<file path="src/rtl/viterbi_frame_ctrl_pkg.sv">
// rtl/viterbi_frame_ctrl_pkg.sv - shared state type, default sizes and saturating increment
package viterbi_ctrl_pkg;

  typedef enum logic [2:0] {
    ST_IDLE    = 3'd0,
    ST_PAYLOAD = 3'd1,
    ST_TAIL    = 3'd2,
    ST_DRAIN   = 3'd3,
    ST_DONE    = 3'd4
  } state_e;

  localparam int DEF_FRAME_LEN = 256;
  localparam int DEF_TAIL      = 2;
  localparam int DEF_DEC_LAT   = 20;

  // Increment that sticks at the all-ones value of a w-bit counter (w <= 32).
  function automatic logic [31:0] sat_inc(input logic [31:0] v, input int unsigned w);
    logic [31:0] max_v;
    max_v = (w >= 32) ? 32'hFFFF_FFFF : ((32'd1 << w) - 32'd1);
    return (v >= max_v) ? max_v : v + 32'd1;
  endfunction

endpackage

</file>
<file path="src/rtl/viterbi_frame_ctrl_if.sv">
// rtl/viterbi_frame_ctrl_if.sv - source, encoder, decoder and status signals of the frame controller
interface viterbi_frame_ctrl_if #(
  parameter int CW = 16
) ();
  logic          start;
  logic          abort;
  logic          src_valid;
  logic          src_data;
  logic          src_ready;
  logic          encoder_i;
  logic          enable_encoder_i;
  logic          decoder_o;
  logic          busy;
  logic          frame_done;
  logic [CW-1:0] err_count;
  logic [CW-1:0] underrun_count;

  modport master (
    input  start, abort, src_valid, src_data, decoder_o,
    output src_ready, encoder_i, enable_encoder_i, busy, frame_done, err_count, underrun_count
  );

  modport slave (
    output start, abort, src_valid, src_data, decoder_o,
    input  src_ready, encoder_i, enable_encoder_i, busy, frame_done, err_count, underrun_count
  );
endinterface

</file>
<file path="src/rtl/viterbi_frame_ctrl_ref_delay.sv">
// rtl/viterbi_frame_ctrl_ref_delay.sv - DEPTH-deep {tag, bit} reference delay line with synchronous flush
module viterbi_ref_delay #(
  parameter int DEPTH = 20
) (
  input  logic clk,
  input  logic rst,
  input  logic flush_i,
  input  logic tag_i,
  input  logic bit_i,
  output logic tag_o,
  output logic bit_o,
  output logic pending_o
);
  localparam logic [DEPTH-1:0] OLDER_MASK = {DEPTH{1'b1}} >> 1;

  logic [DEPTH-1:0] tag_q, tag_d;
  logic [DEPTH-1:0] bit_q, bit_d;

  assign tag_d = (tag_q << 1) | DEPTH'(tag_i);
  assign bit_d = (bit_q << 1) | DEPTH'(bit_i);

  always_ff @(posedge clk or posedge rst) begin
    if (rst) begin
      tag_q <= '0;
      bit_q <= '0;
    end else if (flush_i) begin
      tag_q <= '0;
      bit_q <= '0;
    end else begin
      tag_q <= tag_d;
      bit_q <= bit_d;
    end
  end

  assign tag_o = tag_q[DEPTH-1];
  assign bit_o = bit_q[DEPTH-1];
  // A tagged entry still on its way to the output, including the one entering now.
  assign pending_o = tag_i | (|(tag_q & OLDER_MASK));
endmodule

</file>
<file path="src/rtl/viterbi_frame_ctrl.sv">
// rtl/viterbi_frame_ctrl.sv - frame sequencer feeding the encoder and checking decoder output per frame
module viterbi_frame_ctrl
  import viterbi_ctrl_pkg::*;
#(
  parameter int FRAME_LEN = DEF_FRAME_LEN,
  parameter int TAIL      = DEF_TAIL,
  parameter int DEC_LAT   = DEF_DEC_LAT,
  parameter int CW        = 16
) (
  input logic                  clk,
  input logic                  rst,
  viterbi_frame_ctrl_if.master bus
);
  localparam int SLOT_MAX = (FRAME_LEN > TAIL) ? FRAME_LEN : TAIL;
  localparam int SW       = $clog2(SLOT_MAX + 1);
  localparam logic [SW-1:0] PAY_LAST  = SW'(FRAME_LEN - 1);
  localparam logic [SW-1:0] TAIL_LAST = SW'((TAIL > 0) ? TAIL - 1 : 0);

  state_e          state_q, state_d;
  logic [SW-1:0]   slot_q, slot_d;
  logic            enc_q, enc_d, en_q, en_d, tag_q, tag_d;
  logic [CW-1:0]   err_q, err_d, und_q, und_d;
  logic            src_ready, busy, frame_done;
  logic            chk_tag, chk_bit, chk_pending;
  logic            aborting, accept_start;

  assign aborting     = bus.abort && (state_q != ST_IDLE);
  assign accept_start = (state_q == ST_IDLE) && bus.start && !bus.abort;

  always_ff @(posedge clk or posedge rst) begin
    if (rst) state_q <= ST_IDLE;
    else     state_q <= state_d;
  end

  always_comb begin
    state_d = state_q;
    if (aborting) begin
      state_d = ST_IDLE;
    end else begin
      case (state_q)
        ST_IDLE:    if (accept_start) state_d = ST_PAYLOAD;
        ST_PAYLOAD: if (slot_q == PAY_LAST) state_d = (TAIL == 0) ? ST_DRAIN : ST_TAIL;
        ST_TAIL:    if (slot_q == TAIL_LAST) state_d = ST_DRAIN;
        ST_DRAIN:   if (!chk_pending) state_d = ST_DONE;
        ST_DONE:    state_d = ST_IDLE;
        default:    state_d = ST_IDLE;
      endcase
    end
  end

  always_comb begin
    src_ready  = (state_q == ST_PAYLOAD);
    busy       = (state_q != ST_IDLE);
    frame_done = (state_q == ST_DONE);
    en_d       = 1'b0;
    enc_d      = 1'b0;
    tag_d      = 1'b0;
    if (!aborting) begin
      case (state_q)
        ST_PAYLOAD: begin
          en_d  = 1'b1;
          enc_d = bus.src_valid & bus.src_data;
          tag_d = 1'b1;
        end
        ST_TAIL: en_d = 1'b1;
        default: ;
      endcase
    end
  end

  // Slot counter restarts whenever the state changes, so it serves both payload and tail.
  always_comb begin
    slot_d = '0;
    if ((state_d == state_q) && ((state_q == ST_PAYLOAD) || (state_q == ST_TAIL)))
      slot_d = slot_q + 1'b1;
    err_d = err_q;
    und_d = und_q;
    if (accept_start) begin
      err_d = '0;
      und_d = '0;
    end else begin
      if ((state_q == ST_PAYLOAD) && !bus.src_valid) und_d = CW'(sat_inc(32'(und_q), CW));
      if (chk_tag && (chk_bit != bus.decoder_o))     err_d = CW'(sat_inc(32'(err_q), CW));
    end
  end

  always_ff @(posedge clk or posedge rst) begin
    if (rst) begin
      slot_q <= '0;
      enc_q  <= 1'b0;
      en_q   <= 1'b0;
      tag_q  <= 1'b0;
      err_q  <= '0;
      und_q  <= '0;
    end else begin
      slot_q <= slot_d;
      enc_q  <= enc_d;
      en_q   <= en_d;
      tag_q  <= tag_d;
      err_q  <= err_d;
      und_q  <= und_d;
    end
  end

  // Entries leave the delay line exactly DEC_LAT cycles after their encoder drive cycle.
  viterbi_ref_delay #(.DEPTH(DEC_LAT)) u_ref_delay (
    .clk       (clk),
    .rst       (rst),
    .flush_i   (aborting),
    .tag_i     (tag_q),
    .bit_i     (enc_q),
    .tag_o     (chk_tag),
    .bit_o     (chk_bit),
    .pending_o (chk_pending)
  );

  assign bus.src_ready        = src_ready;
  assign bus.busy             = busy;
  assign bus.frame_done       = frame_done;
  assign bus.encoder_i        = enc_q;
  assign bus.enable_encoder_i = en_q;
  assign bus.err_count        = err_q;
  assign bus.underrun_count   = und_q;
endmodule

</file>
<file path="src/flat_wrapper.sv">
// flat-port wrapper written by rule: the top's interface ports become plain ports
module viterbi_frame_ctrl_flat import viterbi_ctrl_pkg::*;
#(
  parameter int FRAME_LEN = DEF_FRAME_LEN,
  parameter int TAIL      = DEF_TAIL,
  parameter int DEC_LAT   = DEF_DEC_LAT,
  parameter int CW        = 16
)
  (clk, rst, bus_start, bus_abort, bus_src_valid, bus_src_data, bus_decoder_o, bus_src_ready, bus_encoder_i, bus_enable_encoder_i, bus_busy, bus_frame_done, bus_err_count, bus_underrun_count);
  viterbi_frame_ctrl_if #(.CW(CW)) bus_i ();
  input logic clk;
  input logic rst;
  input wire logic [$bits(bus_i.start)-1:0] bus_start;
  input wire logic [$bits(bus_i.abort)-1:0] bus_abort;
  input wire logic [$bits(bus_i.src_valid)-1:0] bus_src_valid;
  input wire logic [$bits(bus_i.src_data)-1:0] bus_src_data;
  input wire logic [$bits(bus_i.decoder_o)-1:0] bus_decoder_o;
  output wire logic [$bits(bus_i.src_ready)-1:0] bus_src_ready;
  output wire logic [$bits(bus_i.encoder_i)-1:0] bus_encoder_i;
  output wire logic [$bits(bus_i.enable_encoder_i)-1:0] bus_enable_encoder_i;
  output wire logic [$bits(bus_i.busy)-1:0] bus_busy;
  output wire logic [$bits(bus_i.frame_done)-1:0] bus_frame_done;
  output wire logic [$bits(bus_i.err_count)-1:0] bus_err_count;
  output wire logic [$bits(bus_i.underrun_count)-1:0] bus_underrun_count;
  assign bus_i.start = bus_start;
  assign bus_i.abort = bus_abort;
  assign bus_i.src_valid = bus_src_valid;
  assign bus_i.src_data = bus_src_data;
  assign bus_i.decoder_o = bus_decoder_o;
  assign bus_src_ready = bus_i.src_ready;
  assign bus_encoder_i = bus_i.encoder_i;
  assign bus_enable_encoder_i = bus_i.enable_encoder_i;
  assign bus_busy = bus_i.busy;
  assign bus_frame_done = bus_i.frame_done;
  assign bus_err_count = bus_i.err_count;
  assign bus_underrun_count = bus_i.underrun_count;
  viterbi_frame_ctrl #(.FRAME_LEN(FRAME_LEN), .TAIL(TAIL), .DEC_LAT(DEC_LAT), .CW(CW)) u_core (.clk(clk), .rst(rst), .bus(bus_i));
endmodule
</file>
<file path="config.mk">
export PLATFORM = sky130hd
export DESIGN_NAME = viterbi_frame_ctrl_flat
export DESIGN_NICKNAME = d
export VERILOG_FILES = /design/src/rtl/viterbi_frame_ctrl_pkg.sv /design/src/rtl/viterbi_frame_ctrl_if.sv /design/src/rtl/viterbi_frame_ctrl_ref_delay.sv /design/src/rtl/viterbi_frame_ctrl.sv /design/src/flat_wrapper.sv
export SDC_FILE = /design/constraint.sdc
export NUM_CORES = 1
export LEC_CHECK = 0
export CAP_MARGIN = 0
export CORE_ASPECT_RATIO = 1.4
export CORE_UTILIZATION = 30
export CTS_BUF_LIST = sky130_fd_sc_hd__clkbuf_16
export CTS_CLUSTER_DIAMETER = 100
export DETAILED_ROUTE_END_ITERATION = 10
export PLACE_DENSITY = 0.49
export SLEW_MARGIN = 5
export SYNTH_ARGS = -nofsm -noshare
export SYNTH_HDL_FRONTEND = slang
export SYNTH_SLANG_ARGS = --single-unit
</file>
<file path="constraint.sdc">
create_clock -name clk -period 4.45 [get_ports clk]
set_clock_uncertainty 0.05 [all_clocks]
set_input_delay 0.89 -clock clk [delete_from_list [all_inputs] [get_ports clk]]
set_output_delay 0.89 -clock clk [all_outputs]
set_load 0.02 [all_outputs]
</file>
# After elaboration in Yosys (flattened, before gate mapping)
# Cells that the tools add are included.
[word_totals]
register_bits = 87
inputBits = 7
out_inout_bits = 37
word_cells = 62
[classes]
n_addsub = 3
n_lt_le_gt_ge = 2
n_eq_ne = 8
muxes = 21
bitwise_logic = 4
n_reduce_logical = 15
[op_table]
columns = ["op", "count"]
rows = [
  ["16-bit 2-to-1 mux", 6],
  ["20-bit 2-to-1 mux", 2],
  ["20-bit by 1-bit bitwise OR with 20-bit output", 2],
  ["16-bit by 1-bit adder with 16-bit output, second input constant", 2],
  ["16-bit greater-or-equal comparator, second input constant", 2],
  ["19-bit OR reduction", 1],
  ["3-bit 2-to-1 mux", 5],
  ["3-bit case mux with 4 select lines", 1],
  ["9-bit by 1-bit adder with 9-bit output, second input constant", 1],
  ["9-bit by 1-bit == test with 1-bit output, second input constant", 1],
  ["9-bit by 8-bit == test with 1-bit output, second input constant", 1],
  ["9-bit 2-to-1 mux", 1],
  ["3-bit by 2-bit == test with 1-bit output, second input constant", 2],
  ["1-bit logical AND", 6],
  ["1-bit 2-to-1 mux", 6],
  ["2-bit nonzero test", 2],
  ["3-bit by 1-bit == test with 1-bit output, second input constant", 1],
  ["3-bit == test", 1],
  ["3-bit == test, second input constant", 1],
  ["3-bit logical NOT", 1],
  ["3-bit nonzero test", 1],
  ["1-bit logical NOT", 2],
  ["2-bit OR reduction", 1],
  ["1-bit AND", 1],
  ["3 further kinds", 3],
]

# Logic depth before layout (Yosys ltp)
# Gate-level depths: netlist of run 1.
[logic_depth]
ltp_word = 9
mapped_depth = 7
ltp_nobuf = 7

# Cells and area by module
# A second synthesis of run 1 with hierarchy kept.
[hier_totals]
hier_cells = 361
area_unflattened_um2 = 3873.7
[by_module_without_submodules]
columns = ["module", "instances", "cells_each", "area_each_um2", "seq_area_each_um2"]
rows = [
  ["viterbi_frame_ctrl", 1, 269, 2556.2, 1176.1],
  ["viterbi_ref_delay", 1, 92, 1317.5, 1001.0],
]

# Worst setup path before layout of run 1
# No wires, ideal clock.
[synth_timing]
kind = "input to register"
startpoint = "input bus_src_valid"
endpoint = "register u_core.und_q[7] (netlist: u_core.bus.underrun_count[7])"
setup_time_ps = 99
arrival_ps = 2121
required_ps = 4301
path_slack_ps = 2180
path_stages = 5
n_path_buf = 1
cell_sequence = "or4b_1 -> buf_6 -> nor3_4 -> a31oi_1 -> a311oi_1"
[synth_via]
elab_chain_cells = 3
[synth_lines]
columns = ["item", "line", "rtl"]
rows = [
  ["start, declared", "flat_wrapper.sv:15", "input wire logic [$bits(bus_i.src_valid)-1:0] bus_src_valid;"],
  ["1-bit logical NOT", "viterbi_frame_ctrl.sv:82", "if ((state_q == ST_PAYLOAD) && !bus.src_valid) und_d = CW'(sat_inc(32'(und_q), CW));"],
  ["1-bit logical AND", "viterbi_frame_ctrl.sv:82", ""],
  ["2-bit nonzero test (no line)", "n/a", ""],
  ["end signal, assigned", "viterbi_frame_ctrl.sv:101", "und_q <= und_d;"],
  ["end, declared", "viterbi_frame_ctrl.sv:22", "logic [CW-1:0] err_q, err_d, und_q, und_d;"],
]
# Every way passes these cells.
# A chain may end at the register's enable or synchronous reset.

# Worst setup path after layout of run 1
[layout_timing]
startpoint = "register u_core.state_q[1]"
endpoint = "output bus_frame_done"
[layout_via]
elab_chain_cells = 1
[layout_lines]
columns = ["item", "line", "rtl"]
rows = [
  ["start, declared", "viterbi_frame_ctrl.sv:19", "state_e state_q, state_d;"],
  ["start signal, assigned", "viterbi_frame_ctrl.sv:32", "else state_q <= state_d;"],
  ["3-bit == test", "viterbi_frame_ctrl.sv:54", "frame_done = (state_q == ST_DONE);"],
  ["end, declared", "flat_wrapper.sv:22", "output wire logic [$bits(bus_i.frame_done)-1:0] bus_frame_done;"],
]
# Every way passes these cells.

==> results.md, run 1 <==
* IO buf count at 43
* Ys flop type: dfrtp_1
* First-pass GRT wire length at around 15 mm
* Synth Cell Area at between 3000 and 4000 um^2
* Max Clk Rate at ~360 MHz
* Core area at approximately 12000 um^2
* Routed Antenna Nets at 0
* Pwr dens at about 370 nW/um^2
* Die width at between 90 and 100 um
* Post-synth EDFFs at 0
* Slew Viols, Final at 0
* Slowest library cell on the worst path: clkdlybuf4s50_1
* Post-synth top area share at a little under three fifths
* Fin nets at roughly 430
* Hold-fix buffers, CTS at 0
* HPWL Detailed at 5.97 mm
* Reg-to-reg slack, setup at approximately 2.3 ns
* Failing checks: design-rule violations
* FF/Latch Area at 2180 um^2
* Vias in the first global route at 2966
* Dpl ws at ~1.5 ns
* Fillers at approximately 1200
* Wire per inst at around 15 um
* Die Height at 136 um
* Distinct cell type count after synthesis at 47
* Gate Count Post-Synth at around 370
* Total grt overflow at 0
* Non-Filler Instances at about 570
* Clock buffer depth at 2
* Post-synth ARST share at 100%
* CP Capture Type: output pin
* # H-tree levels at 3
* Leakage at roughly 2.1 nW
* Status: finished, violations left
* Crit path cell chain: nor2_1, and2_1, clkdlybuf4s50_1
* Crit path arrival time at ~1.9 ns
* Max_cap viols at 0
* Row cnt at 48
* Sequential area share after synthesis at between 50% and 60%
* Critical Path Source Type: register
* Maximum vdd drop at roughly 0.19 mV
* Area delta synth->final at 23.8%
* Final WS setup at 1.65 ns
* CTS tree: built
* Via count at between 2000 and 3000
* Min Tclk post-route at roughly 2.8 ns
* Placed insts at around 550
* DRC viols at 8
* Die area at ~13000 um^2
* Total negative slack at 0 ns
* Post-Syn Area per Cell at 10.5 um^2
* Placed cell area at about 4400 um^2
* Initial antenna violation count at 0
* Share of cells above drive strength 1 at 5.50%
* Syn_nets at 381
* Worst-path clk slew at about 0.060 ns
* CP Max Fanout at 11
* Area of the multi-input gates at roughly 1600 um^2
* Worst skew pair latency at between 0.3 and 0.4 ns
* Largest net degree at the start of global routing at between 50 and 60
* Detailed Route Iter0 Violations at roughly 200
* CP Class: reg -> out
* CTS sink cnt at between 80 and 90
* Number of synthesis warnings at 0
* Final setup fails at 0
* Cell area after layout at 4790 um^2
* Required time of the critical path at between 3 and 4 ns
* Slew at the pin closest to its max-slew limit at between 0.9 and 1 ns
* DRT Pass-1 Iters at 8
* Clock buffers created by TritonCTS at 9
* Initial core utilization at 31.2%
* GR Util All Layers at 14.6%
* Core Util, Final at about two fifths
* Area contributors post-synth: dfrtp_1 (56%), and2_1 (7.1%), nor3_1 (3.2%)
* Worst hold path class: reg -> reg
* CTS resizes at 0
* Fin crit share at between 60% and 70%
* Post-synthesis register bit count at 87
* Setup Buffers After CTS at 0
* Total wire length at approximately 8.7 mm
* Slowest cell delay on critical path at 0.61 ns
* Gp weighted congestion at roughly 0.84
* Antenna fix cells at 0
* Root Driver: clkbuf_16
* Routed vias/inst at a little over 5
* RSZ-0062 raised after global routing: false
* Fin. Hold Viols at 0
* Area leader, netlist: dfrtp_1
* I/O pin count at 44
* Slew headroom at roughly a third
[Yosys cell counts, types with 2 or more instances]
cell type   n
dfrtp_1    87
and2_1     44
nor3_1     25
nor2_1     21
nand2_1    18
o21ai_0    18
a21oi_1    14
nand3_1    14
a31oi_1    13
nand4_1    12
inv_1      11
nor4_1     11
clkbuf_1    9
and4_1      8
nor2b_1     6
and3_1      5
ha_1        5
xor2_1      5
a211oi_1    3
a41o_1      3
a211o_1     2
a21boi_0    2
a311oi_1    2
and4b_1     2
buf_6       2
nor3b_1     2
nor4b_1     2
o211a_1     2
o2bb2ai_1   2
xnor2_1     2
[state kept, by name, indices dropped and copies added, names as in the netlist]
register                     flops
u_core.u_ref_delay.tag_q        20
u_core.bus.underrun_count       16
u_core.tag_q                     1
u_core.bus.err_count            16
u_core.bus.enable_encoder_i      1
u_core.bus.encoder_i             1
u_core.slot_q                    9
u_core.u_ref_delay.bit_q        20
u_core.state_q                   3
[report_power, final]
part           switching [mW]  internal (mW)  total (mW)
registers              0.0142          0.807       0.821
clock network           0.317          0.550       0.867
logic                  0.0654         0.0393       0.105
[cells in the final DEF, fill, tap and decap left out, types with 3 or more instances in the layout]
master / count
ha_1: 5
a211oi_1: 3
and3_1: 5
nor4_1: 11
xor2_1: 5
nor3_1: 25
a41o_1: 3
clkdlybuf4s50_1: 43
nand2_1: 18
nor2b_1: 6
o21ai_0: 18
a31oi_1: 13
inv_1: 10
a21oi_1: 14
bufinv_16: 3
clkbuf_16: 9
nand3_1: 14
nor2_1: 21
and2_1: 44
dfrtp_1: 87
nand4_1: 12
and4_1: 8
buf_4: 3
[kinds of logic (layout without fill, tap and decap cells)]
logic type,Yosys count,in the layout,share of synthesized area [%]
AOI/OAI and AO/OA,69,69,11.6
xor gates and xnor gates,7,7,1.58
adders and majority gates,5,5,1.61
buffers and inverters,24,73,2.78
DFF,87,87,56.2
muxes,1,1,0.258
and+or+nand+nor,176,176,25.9
[critical path: cells and delay by family, from the launching register on]
family	cells	cell delay, ns
buffers and inverters	1	0.61
flip-flops	1	0.48
AND/OR/NAND/NOR	2	0.43
[path summary, 6_finish.rpt]
path,startpoint,endpoint,cells past startpoint
min in group asynchronous,rst,u_core.slot_q[6],2
hold / removal,u_core.u_ref_delay.bit_q[18],u_core.u_ref_delay.bit_q[19],1
setup reg to reg,u_core.bus.err_count[0],u_core.bus.err_count[14],5
hold reg to reg,u_core.u_ref_delay.bit_q[18],u_core.u_ref_delay.bit_q[19],1
setup / recovery,u_core.state_q[1],bus_frame_done,3
max in group asynchronous,rst,u_core.state_q[0],3
[area by class of cell]
cell class / count / area share, %
clock buffer: 9 / 4.70
clock inverter: 7 / 2.51
inverter: 11 / 0.887
multi-input combinational: 258 / 33.1
sequential: 87 / 45.4
tap: 150 / 3.91
timing repair buffer: 46 / 9.45
[per-layer routing]
metal	wire, um	vias to the layer above	global-route usage [%]
li1	-	1439	-
met1	4150	1421	19.5
met2	4010	65	22.5
met3	333	16	2.16
met4	251	0	8.42
met5	0	-	0
[per-stage QoR]
step | hold WS [ns] | power, mW
floorplan | 0.378 | 0.900
global route | 0.419 | 1.86
global placement | 0.383 | 0.943
finish | 0.391 | 1.79
detailed placement | 0.383 | 0.945
CTS | 0.394 | 1.82
(Power assumes the default switching activity.)
==> run 2: changes to the inputs <==
PLACE_DENSITY = 0.51   (was 0.49)
clock period = 2.3 ns   (was 4.45 ns; I/O delays follow)
==> run 2 against run 1 <==
Net effect:
- the run still ends with design-rule violations left
- largest cell class unchanged
- largest power group is now sequential cells
- clock power rose by 78%
- final area rose by 2.8%
- core utilization rose by 1.1 points
- count of clock-buffer cells in the layout did not move
- critical endpoint is now bus_busy
- final cell count rose by 3.2%
- setup slack got worse by 1.5 ns
==> results.md, run 2 (same netlist as run 1, synthesis figures left out) <==
* Slew at the pin closest to its max-slew limit at 0.778 ns (-0.218 ns)
* Die Height at 136 um (unchanged)
* Final setup fails at 0 (unchanged)
* Fin. Hold Viols at 0 (unchanged)
* Largest delay share family, worst path: flip-flops
* Detailed Route Iter0 Violations at 85 (-57%)
* Fin crit share at 93.7%
* # H-tree levels at 3 (unchanged)
* Total grt overflow at 0 (unchanged)
* Worst hold path class: reg -> reg
* Total wire length at 8.86 mm (+1.4%)
* Met3 usage at 1.95% (-0.21 points)
* Status: finished, violations left
* Total negative slack at 0 ns (unchanged)
* Vias in the first global route at 3133 (+5.6%)
* Top flop regs: u_core.u_ref_delay.bit_q: 20 flops, u_core.u_ref_delay.tag_q: 20 flops
* RSZ-0062 raised after global routing: false
* Row cnt at 48 (unchanged)
* Wire per inst at 15.1 um (-1.8%)
* Die width at 98.0 um (unchanged)
* Root Driver: clkbuf_16
* Share of cells above drive strength 1 at 9.40% (+3.9 points)
* Dpl ws at -0.0988 ns (-1.58 ns)
* Routed vias/inst at 5.15 (-0.47%)
* Leakage at 2.17 nW (+4.2%)
* Cell area after layout at 4930 um^2 (+2.8%)
* Critical Path Source Type: register
* Slew headroom at 48.1% (+15 points)
* Max_cap viols at 0 (unchanged)
* Setup Buffers After CTS at 0 (unchanged)
* Met1 usage at 18.1% (-1.4 points)
* CP Max Fanout at 10 (-1)
* Via count at 3020 (+2.7%)
* CTS sink cnt at 87 (unchanged)
* GRT met2 Usage at 24.5% (+1.9 points)
* Antenna fix cells at 0 (unchanged)
* Slowest library cell on the worst path: dfrtp_1
* Busiest grt layer: met2
* Largest net degree at the start of global routing at 41 (-24%)
* Routed Antenna Nets at 0 (unchanged)
* Initial antenna violation count at 0 (unchanged)
* IO buf count at 43 (unchanged)
* Crit path cell chain: or3_1, dlygate4sd2_1
* Slowest cell delay on critical path at 0.48 ns (-0.13 ns)
* Required time of the critical path at 1.79 ns (-1.72 ns)
* Area delta synth->final at 27.3%
* DRC viols at 4 (-4)
* Crit path arrival time at 1.65 ns (-0.21 ns)
* Placed cell area at 4610 um^2 (+3.7%)
* Initial core utilization at 31.2% (unchanged)
* Hold-fix buffers, CTS at 0 (unchanged)
* Die area at 13400 um^2 (unchanged)
* CTS tree: built
* Fin nets at 443 (+4.2%)
* CP Class: reg -> out
* GR Util All Layers at 14.6% (+0.030 points)
* Slew Viols, Final at 0 (unchanged)
* CP Capture Type: output pin
* Commonest non-fill, non-tap cells in the layout: dfrtp_1 (87), and2_1 (44), clkdlybuf4s50_1 (40)
* Max Clk Rate at roughly 460 MHz
* Worst skew pair latency at 0.34 ns (about the same)
* Maximum vdd drop at 0.397 mV (+110%)
* I/O pin count at 44 (unchanged)
* HPWL Detailed at 6.15 mm (+3.0%)
* Clock buffer depth at 2 (unchanged)
* DRT Pass-1 Iters at 7 (-1)
* Gp weighted congestion at 0.858 (+2.5%)
* Worst-path clk slew at 0.06 ns (about the same)
* Worst path bufs/invs at 1 (unchanged)
* Overall Power at 3.36 mW (+87%)
* First-pass GRT wire length at 15.5 mm (+2.0%)
* Core area at 12400 um^2 (unchanged)
* Clock buffers created by TritonCTS at 9 (unchanged)
* Pwr dens at 681 nW/um^2 (+82%)
* Min Tclk post-route at between 2 and 2.5 ns
* Final WS setup at 0.144 ns (-1.51 ns)
* Failing checks: design-rule violations
* Commonest non-fill, non-tap cell in the layout: dfrtp_1
[run 2: cell count changes in the layout (fill, tap and decap cells not counted), sizes merged]
| cell | change |
|---|---|
| clkdlybuf4s50 | -3 |
| bufinv | -1 |
| buf | +18 |
| inv | -1 |
| dlygate4sd2 | +3 |
| clkinvlp | +2 |
[run 2: through the flow]
stage	hold slack, ns	std cells	util, %
3_5_place_dp	0.389	570	37.1
6_report	0.401	586	39.7
5_1_grt	0.419	586	39.7
3_3_place_gp	0.384	570	37.1
4_1_cts	0.404	586	39.6
2_1_floorplan	0.378	369	-
[run 2: repair_timing]
item,4_1_cts,5_1_grt
resized for setup,4,2
setup endpoints to repair,3,3
hold endpoints to repair,0,0
[run 2: worst paths after layout]
check,start,end,slack [ns],cells after the start
setup / recovery,u_core.state_q[0],bus_busy,0.14,2
max in group asynchronous,rst,u_core.u_ref_delay.tag_q[2],1.21,3
hold reg to reg,u_core.u_ref_delay.bit_q[8],u_core.u_ref_delay.bit_q[9],0.40,1
hold / removal,u_core.u_ref_delay.bit_q[8],u_core.u_ref_delay.bit_q[9],0.40,1
setup reg to reg,u_core.state_q[1],u_core.bus.underrun_count[6],0.26,4
min in group asynchronous,rst,u_core.u_ref_delay.bit_q[18],0.47,2
[run 2: layout make-up]
class	count	area [um^2]
inverter	11	45.0
sequential	87	2180
tap	150	188
multi-input combinational	258	1600
clock inverter	7	87.6
timing repair buffer	64	609
fill	1236	7500
clock buffer	9	225
[run 2: worst reg2reg max path, delay by kind of cell (launching register included)]
family                 cells  cell delay [ns]
and+or+nand+nor            1             0.69
AOI/OAI and AO/OA          2             0.50
DFF                        1             0.49
buffers and inverters      1             0.21
[run 2: power breakdown]
group,switching [mW],total (mW),internal [mW]
clock network,0.602,1.54,0.942
logic,0.134,0.225,0.0912
registers,0.0257,1.59,1.56
[run 2: layer usage]
layer	part of all wire (%)	routed length (um)
met1	46	4090
met2	48	4260
met3	3.0	264
met4	2.7	243
met5	0	0
